[src/rtl/seg7_arb_pkg.sv]
// rtl/seg7_arb_pkg.sv - shared state type, widths and helpers for the 7-segment display arbiter
package seg7_arb_pkg;

  typedef enum logic [1:0] {
    IDLE = 2'd0,
    ARB  = 2'd1,
    HOLD = 2'd2
  } state_e;

  localparam int DIG_W   = 32;
  localparam int TAG_LSB = 28;
  localparam int TAG_W   = DIG_W - TAG_LSB;

  function automatic int owner_w(input int n);
    return (n > 1) ? $clog2(n) : 1;
  endfunction

endpackage

[src/rtl/seg7_display_arbiter_if.sv]
// rtl/seg7_display_arbiter_if.sv - requester-side and display-side signals of the display arbiter
interface seg7_display_arbiter_if #(
  parameter int NREQ = 4
);
  import seg7_arb_pkg::*;

  localparam int OW = owner_w(NREQ);

  logic [NREQ-1:0]       iREQ;
  logic [DIG_W*NREQ-1:0] iDATA;
  logic [DIG_W-1:0]      oDIG;
  logic [NREQ-1:0]       oGNT;
  logic [OW-1:0]         oOWNER;
  logic                  oBUSY;

  modport master (
    output iREQ, iDATA,
    input  oDIG, oGNT, oOWNER, oBUSY
  );

  modport slave (
    input  iREQ, iDATA,
    output oDIG, oGNT, oOWNER, oBUSY
  );

endinterface

[src/rtl/seg7_rr_pick.sv]
// rtl/seg7_rr_pick.sv - combinational rotating-priority picker starting just after the pointer
module seg7_rr_pick
  import seg7_arb_pkg::*;
#(
  parameter int NREQ = 4,
  parameter int OW   = owner_w(NREQ)
) (
  input  logic [NREQ-1:0] req,
  input  logic [OW-1:0]   ptr,
  output logic            valid,
  output logic [NREQ-1:0] onehot,
  output logic [OW-1:0]   idx
);

  logic [OW-1:0] cand;

  always_comb begin
    valid  = 1'b0;
    onehot = '0;
    idx    = '0;
    cand   = '0;
    // Scan farthest first so the nearest request after ptr is the last to overwrite.
    for (int i = NREQ; i >= 1; i--) begin
      cand = OW'((int'(ptr) + i) % NREQ);
      if (req[cand]) begin
        valid        = 1'b1;
        onehot       = '0;
        onehot[cand] = 1'b1;
        idx          = cand;
      end
    end
  end

endmodule

[src/rtl/seg7_display_arbiter.sv]
// rtl/seg7_display_arbiter.sv - round-robin time-sliced owner of the 8-digit display word
// Optional: SEG7_ARB_OWNER_TAG_EN puts the owner index in the leftmost digit.
module seg7_display_arbiter
  import seg7_arb_pkg::*;
#(
  parameter int NREQ      = 4,
  parameter int SLICE_CYC = 50000000
) (
  input  logic                  iCLK,
  input  logic                  iRST_n,
  seg7_display_arbiter_if.slave bus
);

  localparam int            OW       = owner_w(NREQ);
  localparam int            CW       = $clog2(SLICE_CYC);
  localparam logic [CW-1:0] CNT_LAST = CW'(SLICE_CYC - 1);
  localparam logic [OW-1:0] PTR_RST  = OW'(NREQ - 1);

  state_e           state_q, state_d;
  logic [OW-1:0]    ptr_q, ptr_d;
  logic [OW-1:0]    owner_q, owner_d;
  logic [CW-1:0]    cnt_q, cnt_d;
  logic [DIG_W-1:0] dig_q, dig_d;
  logic [NREQ-1:0]  gnt_q, gnt_d;

  logic             pick_valid;
  logic [NREQ-1:0]  pick_onehot;
  logic [OW-1:0]    pick_idx;

  logic [DIG_W-1:0] words [NREQ];
  logic [OW-1:0]    sel_idx;
  logic [DIG_W-1:0] sel_word;
  logic [DIG_W-1:0] sel_dig;
  logic             expiry;
  logic             others_req;

  seg7_rr_pick #(
    .NREQ (NREQ),
    .OW   (OW)
  ) u_pick (
    .req    (bus.iREQ),
    .ptr    (ptr_q),
    .valid  (pick_valid),
    .onehot (pick_onehot),
    .idx    (pick_idx)
  );

  for (genvar k = 0; k < NREQ; k++) begin : g_word
    assign words[k] = bus.iDATA[k*DIG_W +: DIG_W];
  end

  // In ARB the incoming winner's word is loaded; in HOLD the current owner is tracked live.
  assign sel_idx  = (state_q == ARB) ? pick_idx : owner_q;
  assign sel_word = words[sel_idx];

`ifdef SEG7_ARB_OWNER_TAG_EN
  assign sel_dig = {TAG_W'(sel_idx), sel_word[TAG_LSB-1:0]};
`else
  assign sel_dig = sel_word;
`endif

  assign expiry     = (cnt_q == CNT_LAST);
  assign others_req = |(bus.iREQ & ~gnt_q);

  always_comb begin
    state_d = state_q;
    ptr_d   = ptr_q;
    owner_d = owner_q;
    cnt_d   = cnt_q;
    dig_d   = dig_q;
    gnt_d   = gnt_q;
    unique case (state_q)
      IDLE: begin
        if (|bus.iREQ) state_d = ARB;
      end
      ARB: begin
        gnt_d = '0;
        cnt_d = '0;
        if (pick_valid) begin
          state_d = HOLD;
          gnt_d   = pick_onehot;
          owner_d = pick_idx;
          ptr_d   = pick_idx;
          dig_d   = sel_dig;
        end else begin
          state_d = IDLE;
        end
      end
      HOLD: begin
        dig_d = sel_dig;
        cnt_d = cnt_q + 1'b1;
        // Release beats expiry; a lone owner re-arms its slice without dropping the grant.
        if (!bus.iREQ[owner_q]) begin
          state_d = ARB;
          gnt_d   = '0;
          cnt_d   = '0;
        end else if (expiry) begin
          cnt_d = '0;
          if (others_req) begin
            state_d = ARB;
            gnt_d   = '0;
          end
        end
      end
      default: begin
        state_d = IDLE;
      end
    endcase
  end

  always_ff @(posedge iCLK or negedge iRST_n) begin
    if (!iRST_n) begin
      state_q <= IDLE;
      ptr_q   <= PTR_RST;
      owner_q <= '0;
      cnt_q   <= '0;
      dig_q   <= '0;
      gnt_q   <= '0;
    end else begin
      state_q <= state_d;
      ptr_q   <= ptr_d;
      owner_q <= owner_d;
      cnt_q   <= cnt_d;
      dig_q   <= dig_d;
      gnt_q   <= gnt_d;
    end
  end

  assign bus.oDIG   = dig_q;
  assign bus.oGNT   = gnt_q;
  assign bus.oOWNER = owner_q;
  assign bus.oBUSY  = (state_q == HOLD);

endmodule
[src/flat_wrapper.sv]
// flat-port wrapper written by rule: the top's interface ports become plain ports
module seg7_display_arbiter_flat import seg7_arb_pkg::*;
#(
  parameter int NREQ      = 4,
  parameter int SLICE_CYC = 50000000
)
  (iCLK, iRST_n, bus_iREQ, bus_iDATA, bus_oDIG, bus_oGNT, bus_oOWNER, bus_oBUSY);
  seg7_display_arbiter_if #(.NREQ(NREQ)) bus_i ();
  input  logic iCLK;
  input  logic iRST_n;
  input wire logic [$bits(bus_i.iREQ)-1:0] bus_iREQ;
  input wire logic [$bits(bus_i.iDATA)-1:0] bus_iDATA;
  output wire logic [$bits(bus_i.oDIG)-1:0] bus_oDIG;
  output wire logic [$bits(bus_i.oGNT)-1:0] bus_oGNT;
  output wire logic [$bits(bus_i.oOWNER)-1:0] bus_oOWNER;
  output wire logic [$bits(bus_i.oBUSY)-1:0] bus_oBUSY;
  assign bus_i.iREQ = bus_iREQ;
  assign bus_i.iDATA = bus_iDATA;
  assign bus_oDIG = bus_i.oDIG;
  assign bus_oGNT = bus_i.oGNT;
  assign bus_oOWNER = bus_i.oOWNER;
  assign bus_oBUSY = bus_i.oBUSY;
  seg7_display_arbiter #(.NREQ(NREQ), .SLICE_CYC(SLICE_CYC)) u_core (.iCLK(iCLK), .iRST_n(iRST_n), .bus(bus_i));
endmodule
[config.mk]
export PLATFORM = sky130hd
export DESIGN_NAME = seg7_display_arbiter_flat
export DESIGN_NICKNAME = d
export VERILOG_FILES = /design/src/rtl/seg7_arb_pkg.sv /design/src/rtl/seg7_display_arbiter_if.sv /design/src/rtl/seg7_rr_pick.sv /design/src/rtl/seg7_display_arbiter.sv /design/src/flat_wrapper.sv
export SDC_FILE = /design/constraint.sdc
export NUM_CORES = 1
export LEC_CHECK = 0
export CAP_MARGIN = 15
export CORE_MARGIN = 2
export CORE_UTILIZATION = 35
export CTS_BUF_LIST = sky130_fd_sc_hd__clkbuf_4 sky130_fd_sc_hd__clkbuf_8 sky130_fd_sc_hd__clkbuf_16
export DETAILED_ROUTE_END_ITERATION = 10
export GPL_TIMING_DRIVEN = 1
export MAX_ROUTING_LAYER = met4
export PLACE_DENSITY = 0.66
export SLEW_MARGIN = 5
export SYNTH_ARGS = -nofsm -noshare
export SYNTH_HDL_FRONTEND = slang
export SYNTH_SLANG_ARGS = --single-unit
[constraint.sdc]
create_clock -name iCLK -period 8.5 [get_ports iCLK]
set_input_delay 1.7 -clock iCLK [delete_from_list [all_inputs] [get_ports iCLK]]
set_output_delay 1.7 -clock iCLK [all_outputs]
set_load 0.05 [all_outputs]
==> impl_summary.log, run 1 <==
[metrics] run status: finished clean
[metrics] area delta synth->final: 45.7%
[metrics] share of the clock period used by the worst path after layout: 0.523
[metrics] total number of nets in the final design: 771
[metrics] number of DRC markers after the initial detailed-route iteration: 147
[metrics] initial core utilization: 0.361
[metrics] max-cap violation count: 0
[metrics] number of nets produced by synthesis: 614
[metrics] highest clock frequency the design can meet: 225 MHz
[metrics] number of hold-repair buffers added at the cts stage: 0
[metrics] total via count in the routed design: 4265
[metrics] ANT nets after route: 0
[metrics] worst-skew pair later-pin latency: 0.33 ns
[metrics] number of distinct library cells after synthesis: 51
[metrics] ys async rst share: 1.00
[metrics] Row Count: 41
[metrics] P_sw: 1.31 mW
[metrics] Routed Wire Length: 13700 microns
[metrics] Internal: 1.40 mW
[metrics] power consumption: 2.71 mW
[metrics] synth warn: 0
[metrics] met1 wire length: 5610 microns
[metrics] Slew Limit Headroom: 0.293
[metrics] overall routing resource usage: 0.198
[metrics] antenna violations before repair: 0
[metrics] count of cells resized by post-cts repair: 0
[metrics] wire length of the first global-routing pass: 21800 microns
[metrics] count of buffers inserted at the top-level ports: 172
[metrics] Worst Path Max Fanout: 44
[metrics] power share of the sequential group: 0.199
[metrics] ratio of routed vias to standard cells: 5.31
[metrics] count of buffers added by post-CTS timing repair for setup: 0
[metrics] maximum vdd ir drop: 229 uV
[metrics] Slew Limit Fails: 0
[metrics] min Tclk post-route: 4.45 ns
[metrics] total negative slack: 0 ns
[metrics] overflow left after global routing: 0
[metrics] total inserted antenna cells: 0
[metrics] die height: 118 microns
[metrics] reported leakage power: 2.85 nW
[metrics] worst-case clock buffer depth: 2
[metrics] top_reg_cell synth: sky130_fd_sc_hd__dfrtp_1
[metrics] Post-DP HPWL: 10200 microns
[metrics] via count of the first global-routing pass: 4432
[metrics] post-synthesis area per instance: 9.75 sq um
[metrics] portion of synthesized cell area occupied by the leading cell type: 0.361
[metrics] number of non-filler instances in the completed layout: 803
[metrics] setup skew after layout: 0.00721 ns
[metrics] top routing layer in use: met4
[metrics] maximum number of pins on one net before global-route repair: 69
[metrics] Critical Setup Path Class: primary input to flip-flop
[metrics] layout cells sized above 1: 0.0618
[metrics] detailed-route wire length per cell: 17.0 microns
[metrics] register bit total from synthesis: 68
[metrics] final estimated routing congestion in global placement: 0.851
[metrics] H-tree level count: 3
[metrics] post-synthesis instance area: 4570 sq um
[metrics] required time at the endpoint of the critical path: 8.75 ns
[metrics] data arrival time of the worst path: 4.70 ns
[metrics] most used standard cell by instance count after synthesis: sky130_fd_sc_hd__mux2i_1
[metrics] Inserted Clock Buffers: 9
[metrics] clock tree root driver cell: sky130_fd_sc_hd__clkbuf_16
[metrics] clock network fraction of design power: 0.149
[metrics] top post-synthesis cells by count: 68 x sky130_fd_sc_hd__mux2i_1, 66 x sky130_fd_sc_hd__dfrtp_1, 58 x sky130_fd_sc_hd__nand2_1
[metrics] hold violation total from the final report: 0
[metrics] Area after DPL: 6330 sq um
[metrics] Setup-failing EPs final: 0
[metrics] Worst Max-Slew Pin Slew: 1.06 ns
[metrics] register clock-pin slew on the reported worst setup and hold paths: 0.06 ns
[metrics] placed cell count: 787
[metrics] count of flip-flops with a built-in enable after synthesis: 0
[metrics] hold slack final: 0.516 ns
[metrics] TritonCTS clock tree: built
[metrics] Critical Path End Type: flip-flop
[metrics] type of the worst min-delay path: flip-flop to flip-flop
[metrics] total power per unit cell area: 407 nW/um^2
[metrics] number of design rule violations left after detail routing: 0
[metrics] library cell occupying the most area in the post-synthesis netlist: sky130_fd_sc_hd__dfrtp_1
[metrics] Routed met3 length: 893 microns
[metrics] overall die width: 118 microns
[metrics] design area: 6660 sq um
[metrics] fraction of the yosys area taken by sequential cells: 0.373
[metrics] synthesized netlist cell count: 469
[metrics] synth top area cells: sky130_fd_sc_hd__dfrtp_1 36%, sky130_fd_sc_hd__mux2i_1 15%, sky130_fd_sc_hd__o2bb2ai_1 6.9%, sky130_fd_sc_hd__a21oi_1 4.9%, sky130_fd_sc_hd__nand2_1 4.8%
[metrics] first-pass iteration count of the detailed router: 4
[metrics] standard cell core area: 12700 sq um
[metrics] sink count of the clock tree: 68
[metrics] full die area: 14000 sq um
[metrics] switching share of total power: 0.484
[metrics] logic gate share of total power: 0.652
[metrics] met2 layer wire length in the routed design: 6850 microns
[metrics] kind of launch point of the worst setup path: primary input
[metrics] number of top-level pins: 173
[metrics] RSZ-0062 raised after global routing: no
[kinds of logic after synthesis]
family,synth area share
flip-flops,0.373
multiplexers,0.172
buffers and inverters,0.0610
adder cells (fa/ha/maj),0.0301
AO/OA/AOI/OAI,0.187
AND/OR/NAND/NOR,0.143
XOR/XNOR,0.0345
[critical path, cell delays in order]
cell and delay, ns:
sky130_fd_sc_hd__clkdlybuf4s50_1 0.59, sky130_fd_sc_hd__mux4_2 0.60, sky130_fd_sc_hd__nand2b_4 0.16, sky130_fd_sc_hd__a311o_2 0.58, sky130_fd_sc_hd__buf_4 0.58, sky130_fd_sc_hd__nand2_1 0.13, sky130_fd_sc_hd__o2bb2ai_1 0.15, sky130_fd_sc_hd__mux2i_1 0.16
[per-stage QoR]
stage	setup WS (ns)	utilization
after floorplan	4.96	-
after global placement	3.80	0.498
after detailed placement	3.73	0.500
after CTS	4.07	0.526
after global routing	3.89	0.526
final	4.05	0.526
[registers in the layout, indices dropped and copies added (netlist names)]
name and cells:
u_core.bus.oDIG 32, u_core.cnt_q 26, u_core.bus.oGNT 4, u_core.bus.oOWNER 2, u_core.ptr_q 2, u_core.state_q 2
[power by group through the flow]
stage / registers [mW] / clock network [mW] / logic [mW]
6_report: 0.538 / 0.405 / 1.77
5_1_grt: 0.553 / 0.423 / 1.90
4_1_cts: 0.541 / 0.410 / 1.78
3_5_place_dp: 0.544 / 0 / 1.78
3_3_place_gp: 0.541 / 0 / 1.72
2_1_floorplan: 0.825 / 0 / 1.07
[metal layers]
metal	global-route usage	vias up
li1	-	2026
met2	0.337	181
met3	0.0396	23
met1	0.234	2035
met5	-	-
met4	0.0678	0
[cell usage in the layout (no fill, tap or decap), types with 10 or more instances in the layout]
cell type,Yosys,routed
sky130_fd_sc_hd__xor2_1,13,13
sky130_fd_sc_hd__nand2_1,58,58
sky130_fd_sc_hd__inv_1,11,11
sky130_fd_sc_hd__nor2_1,31,31
sky130_fd_sc_hd__o2bb2ai_1,36,36
sky130_fd_sc_hd__mux2i_1,68,68
sky130_fd_sc_hd__ha_1,11,11
sky130_fd_sc_hd__nand3_1,10,10
sky130_fd_sc_hd__a21oi_1,45,44
sky130_fd_sc_hd__clkdlybuf4s50_1,0,171
sky130_fd_sc_hd__dfrtp_1,66,66
sky130_fd_sc_hd__o21ai_0,10,10
[path summary, 6_finish.rpt]
path / depth (start not counted) / slack [ns] / start / to
max in group asynchronous: 2 / 6.34 / iRST_n / u_core.bus.oDIG[9]$_DFFE_PN0P_
setup reg to reg: 9 / 4.63 / u_core.ptr_q[0]$_DFFE_PN1P_ / u_core.bus.oDIG[26]$_DFFE_PN0P_
hold reg to reg: 1 / 0.52 / u_core.cnt_q[3]$_DFFE_PN0P_ / u_core.cnt_q[3]$_DFFE_PN0P_
hold / removal: 1 / 0.52 / u_core.cnt_q[3]$_DFFE_PN0P_ / u_core.cnt_q[3]$_DFFE_PN0P_
min in group asynchronous: 2 / 1.57 / iRST_n / u_core.cnt_q[2]$_DFFE_PN0P_
setup / recovery: 8 / 4.05 / bus_iREQ[1] / u_core.bus.oDIG[20]$_DFFE_PN0P_
[cell type report]
class | count | area, sq um
clock inverter | 7 | 100
fill | 1163 | 6010
multi-input combinational | 359 | 2600
inverter | 11 | 41.3
timing repair buffer | 177 | 1770
tap | 172 | 215
clock buffer | 9 | 225
sequential | 68 | 1700
(Power assumes the default switching activity.)
==> inputs of run 2 (changes only) <==
Settings changed: PLACE_DENSITY 0.66 to 0.69.
Clock period 8.5 ns to 3.99 ns, I/O delays scaled along.
==> run 2 against run 1 <==
Against the previous run:
- utilization increased by 0.43 points
- critical path depth increased by 1
- first-iteration DRC count increased by 10%
- die area unchanged
- design area increased by 0.83%
- hold slack got worse by 0.032 ns
- setup slack got worse by 3.5 ns
- count of clock-buffer cells in the layout increased by 3
- global-route usage increased by 0.20 points
- sequential power increased by 110%
- register-to-register slack got worse by 4.1 ns
- critical path type is now flip-flop to flip-flop
- highest routed layer unchanged
==> impl_summary.log, run 2 (synthesized netlist as in run 1, its figures left out) <==
[metrics] family of cells with the greatest summed delay on the critical path: flip-flops
[metrics] initial core utilization: 0.361 (unchanged)
[metrics] die height: 118 microns (unchanged)
[metrics] reported leakage power: 2.90 nW (+1.8%)
[metrics] Filler Cells Inserted: 1155 (-0.69%)
[metrics] Post-DP HPWL: 10300 microns (+1.5%)
[metrics] Critical Setup Path Class: flip-flop to flip-flop
[metrics] wire length of the first global-routing pass: 21800 microns (-0.12%)
[metrics] final estimated routing congestion in global placement: 0.895 (+5.2%)
[metrics] type of the worst min-delay path: primary input to async pin
[metrics] Worst Path Max Fanout: 40 (-9.1%)
[metrics] number of design rule violations left after detail routing: 0 (unchanged)
[metrics] highest clock frequency the design can meet: 287 MHz
[metrics] maximum vdd ir drop: 399 uV (+74%)
[metrics] Row Count: 41 (unchanged)
[metrics] required time at the endpoint of the critical path: 4.18 ns (-4.57 ns)
[metrics] startpoint of the most critical register-to-register path: u_core.ptr_q[0]$_DFFE_PN1P_
[metrics] TritonCTS clock tree: built
[metrics] Setup-failing EPs final: 0 (unchanged)
[metrics] detailed-route wire length per cell: 16.6 microns (-2.2%)
[metrics] buffers plus inverters on the worst setup path: 2 (unchanged)
[metrics] clock network fraction of design power: 0.151 (+0.002)
[metrics] first-pass iteration count of the detailed router: 4 (unchanged)
[metrics] register clock-pin slew on the reported worst setup and hold paths: 0.06 ns (about the same)
[metrics] total inserted antenna cells: 0 (unchanged)
[metrics] H-tree level count: 3 (unchanged)
[metrics] clock tree root driver cell: sky130_fd_sc_hd__clkbuf_16
[metrics] hold violation total from the final report: 0 (unchanged)
[metrics] sink count of the clock tree: 68 (unchanged)
[metrics] count of buffers added by post-CTS timing repair for setup: 0 (unchanged)
[metrics] overall die width: 118 microns (unchanged)
[metrics] full die area: 14000 sq um (unchanged)
[metrics] total via count in the routed design: 4266 (+0.023%)
[metrics] ANT nets after route: 0 (unchanged)
[metrics] data arrival time of the worst path: 3.67 ns (-1.03 ns)
[metrics] commonest non-fill, non-tap cells in the layout: 171 x sky130_fd_sc_hd__clkdlybuf4s50_1, 68 x sky130_fd_sc_hd__mux2i_1, 66 x sky130_fd_sc_hd__dfrtp_1
[metrics] layout cells sized above 1: 0.0750 (+0.0132)
[metrics] share of the clock period used by the worst path after layout: 0.873
[metrics] worst-skew pair later-pin latency: 0.33 ns (about the same)
[metrics] kind of launch point of the worst setup path: flip-flop
[metrics] Worst Max-Slew Pin Slew: 0.677 ns (-0.381 ns)
[metrics] Inserted Clock Buffers: 9 (unchanged)
[metrics] run status: finished clean
[metrics] worst path cell trace: inv_1 > ha_1 > mux4_2 > nand2b_4 > a311o_2 > buf_4 > nand2_1 > o2bb2ai_1 > mux2i_1
[metrics] Routed Wire Length: 13500 microns (-1.1%)
[metrics] M3 GR Usage: 0.0372 (-0.00241)
[metrics] standard cell core area: 12700 sq um (unchanged)
[metrics] power share of the sequential group: 0.195 (-0.004)
[metrics] count of cells resized by post-cts repair: 0 (unchanged)
[metrics] R2R Path End: u_core.bus.oDIG[13]$_DFFE_PN0P_
[metrics] total negative slack: 0 ns (unchanged)
[metrics] met1 track utilization from global routing: 0.238 (+0.00483)
[metrics] overall routing resource usage: 0.200 (+0.00198)
[metrics] overflow left after global routing: 0 (unchanged)
[metrics] antenna violations before repair: 0 (unchanged)
[metrics] power consumption: 5.83 mW (+110%)
[metrics] setup slack of the worst register-to-register path: 0.51 ns (-4.12 ns)
[metrics] Critical Path End Type: flip-flop
[metrics] area delta synth->final: 46.9%
[metrics] maximum number of pins on one net before global-route repair: 41 (-41%)
[metrics] via count of the first global-routing pass: 4493 (+1.4%)
[metrics] Slew Limit Headroom: 0.548 (+0.256)
[metrics] total power per unit cell area: 868 nW/um^2 (+110%)
[metrics] max-cap violation count: 0 (unchanged)
[metrics] number of hold-repair buffers added at the cts stage: 0 (unchanged)
[metrics] Slew Limit Fails: 0 (unchanged)
[metrics] min Tclk post-route: 3.48 ns
[metrics] worst-case clock buffer depth: 2 (unchanged)
[metrics] logic gate share of total power: 0.654 (+0.002)
[metrics] ratio of routed vias to standard cells: 5.25 (-1.1%)
[metrics] number of flip-flops in the largest register: 32 (unchanged)
[metrics] number of top-level pins: 173 (unchanged)
[metrics] met2 routing resource usage after global routing: 0.339 (+0.00181)
[metrics] Largest stage delay, worst path: 0.77 ns (+0.17 ns)
[metrics] cells on worst reg2reg path: 9 (unchanged)
[metrics] setup skew after layout: 0.00953 ns (+0.00232 ns)
[metrics] RSZ-0062 raised after global routing: no
[metrics] Top Usage Layer GRT: met2
[metrics] P_sw: 2.78 mW (+110%)
[metrics] Critical-path top delay cell: sky130_fd_sc_hd__dfstp_2
[metrics] most common cell after layout, fill and taps aside: sky130_fd_sc_hd__clkdlybuf4s50_1
[metrics] Internal: 3.05 mW (+120%)
[metrics] count of buffers inserted at the top-level ports: 172 (unchanged)
[metrics] total number of nets in the final design: 780 (+1.2%)
[metrics] switching share of total power: 0.477 (-0.00674)
[metrics] number of DRC markers after the initial detailed-route iteration: 162 (+10%)
==> run 2: stage by stage <==
| stage | instances | worst slack, ns | hold slack (ns) | area (sq um) | utilization |
|---|---|---|---|---|---|
| after global routing | 812 | 0.336 | 0.536 | 6720 | 0.530 |
| after global placement | 796 | 0.656 | 0.494 | 6380 | 0.504 |
| after detailed placement | 796 | 0.527 | 0.514 | 6380 | 0.504 |
| final | 812 | 0.508 | 0.484 | 6720 | 0.530 |
| after floorplan | 469 | 1.14 | 0.467 | 4570 | - |
| after CTS | 812 | 0.523 | 0.498 | 6720 | 0.530 |
==> run 2: area by class of cell <==
cell class | count | area, sq um | share of cell area
repair buffers | 186 | 1820 | 0.271
multi-input cells | 359 | 2600 | 0.387
well taps | 172 | 215 | 0.0320
clock inverters | 4 | 72.6 | 0.0108
clock buffers | 12 | 260 | 0.0388
inverters | 11 | 41.3 | 0.00615
flip-flops and latches | 68 | 1700 | 0.254
==> run 2: worst register-to-register path: cells and delay by family (launching register included) <==
| family | cells | cell delay [ns] |
|---|---|---|
| AOI/OAI and AO/OA | 2 | 0.53 |
| adders and majority gates | 1 | 0.50 |
| buffers and inverters | 2 | 0.52 |
| muxes | 2 | 0.66 |
| DFF | 1 | 0.77 |
| and+or+nand+nor | 2 | 0.38 |
==> run 2: layer usage <==
metal,routed length [microns],share of wire
met5,0,0
met1,5930,0.44
met3,689,0.051
met4,123,0.0091
met2,6780,0.50
==> run 2: power by group through the flow <==
stage	logic (mW)	clock network (mW)	registers [mW]
after global placement	3.75	0	1.14
after floorplan	2.28	0	1.76
after detailed placement	3.84	0	1.14
after global routing	4.11	0.920	1.17
after CTS	3.84	0.893	1.14
final	3.81	0.879	1.14
==> run 2: how the worst max path moves through the flow <==
stage	from	cells past startpoint	slack, ns	to
floorplan	u_core.ptr_q[0]$_DFFE_PN1P_	12	1.14	u_core.bus.oDIG[0]$_DFFE_PN0P_
detailed placement	u_core.ptr_q[0]$_DFFE_PN1P_	8	0.53	u_core.bus.oDIG[5]$_DFFE_PN0P_
CTS	u_core.ptr_q[0]$_DFFE_PN1P_	8	0.52	u_core.bus.oDIG[5]$_DFFE_PN0P_
finish	u_core.ptr_q[0]$_DFFE_PN1P_	9	0.51	u_core.bus.oDIG[13]$_DFFE_PN0P_
global placement	u_core.ptr_q[0]$_DFFE_PN1P_	8	0.66	u_core.bus.oDIG[5]$_DFFE_PN0P_
global route	u_core.ptr_q[0]$_DFFE_PN1P_	9	0.34	u_core.bus.oDIG[7]$_DFFE_PN0P_
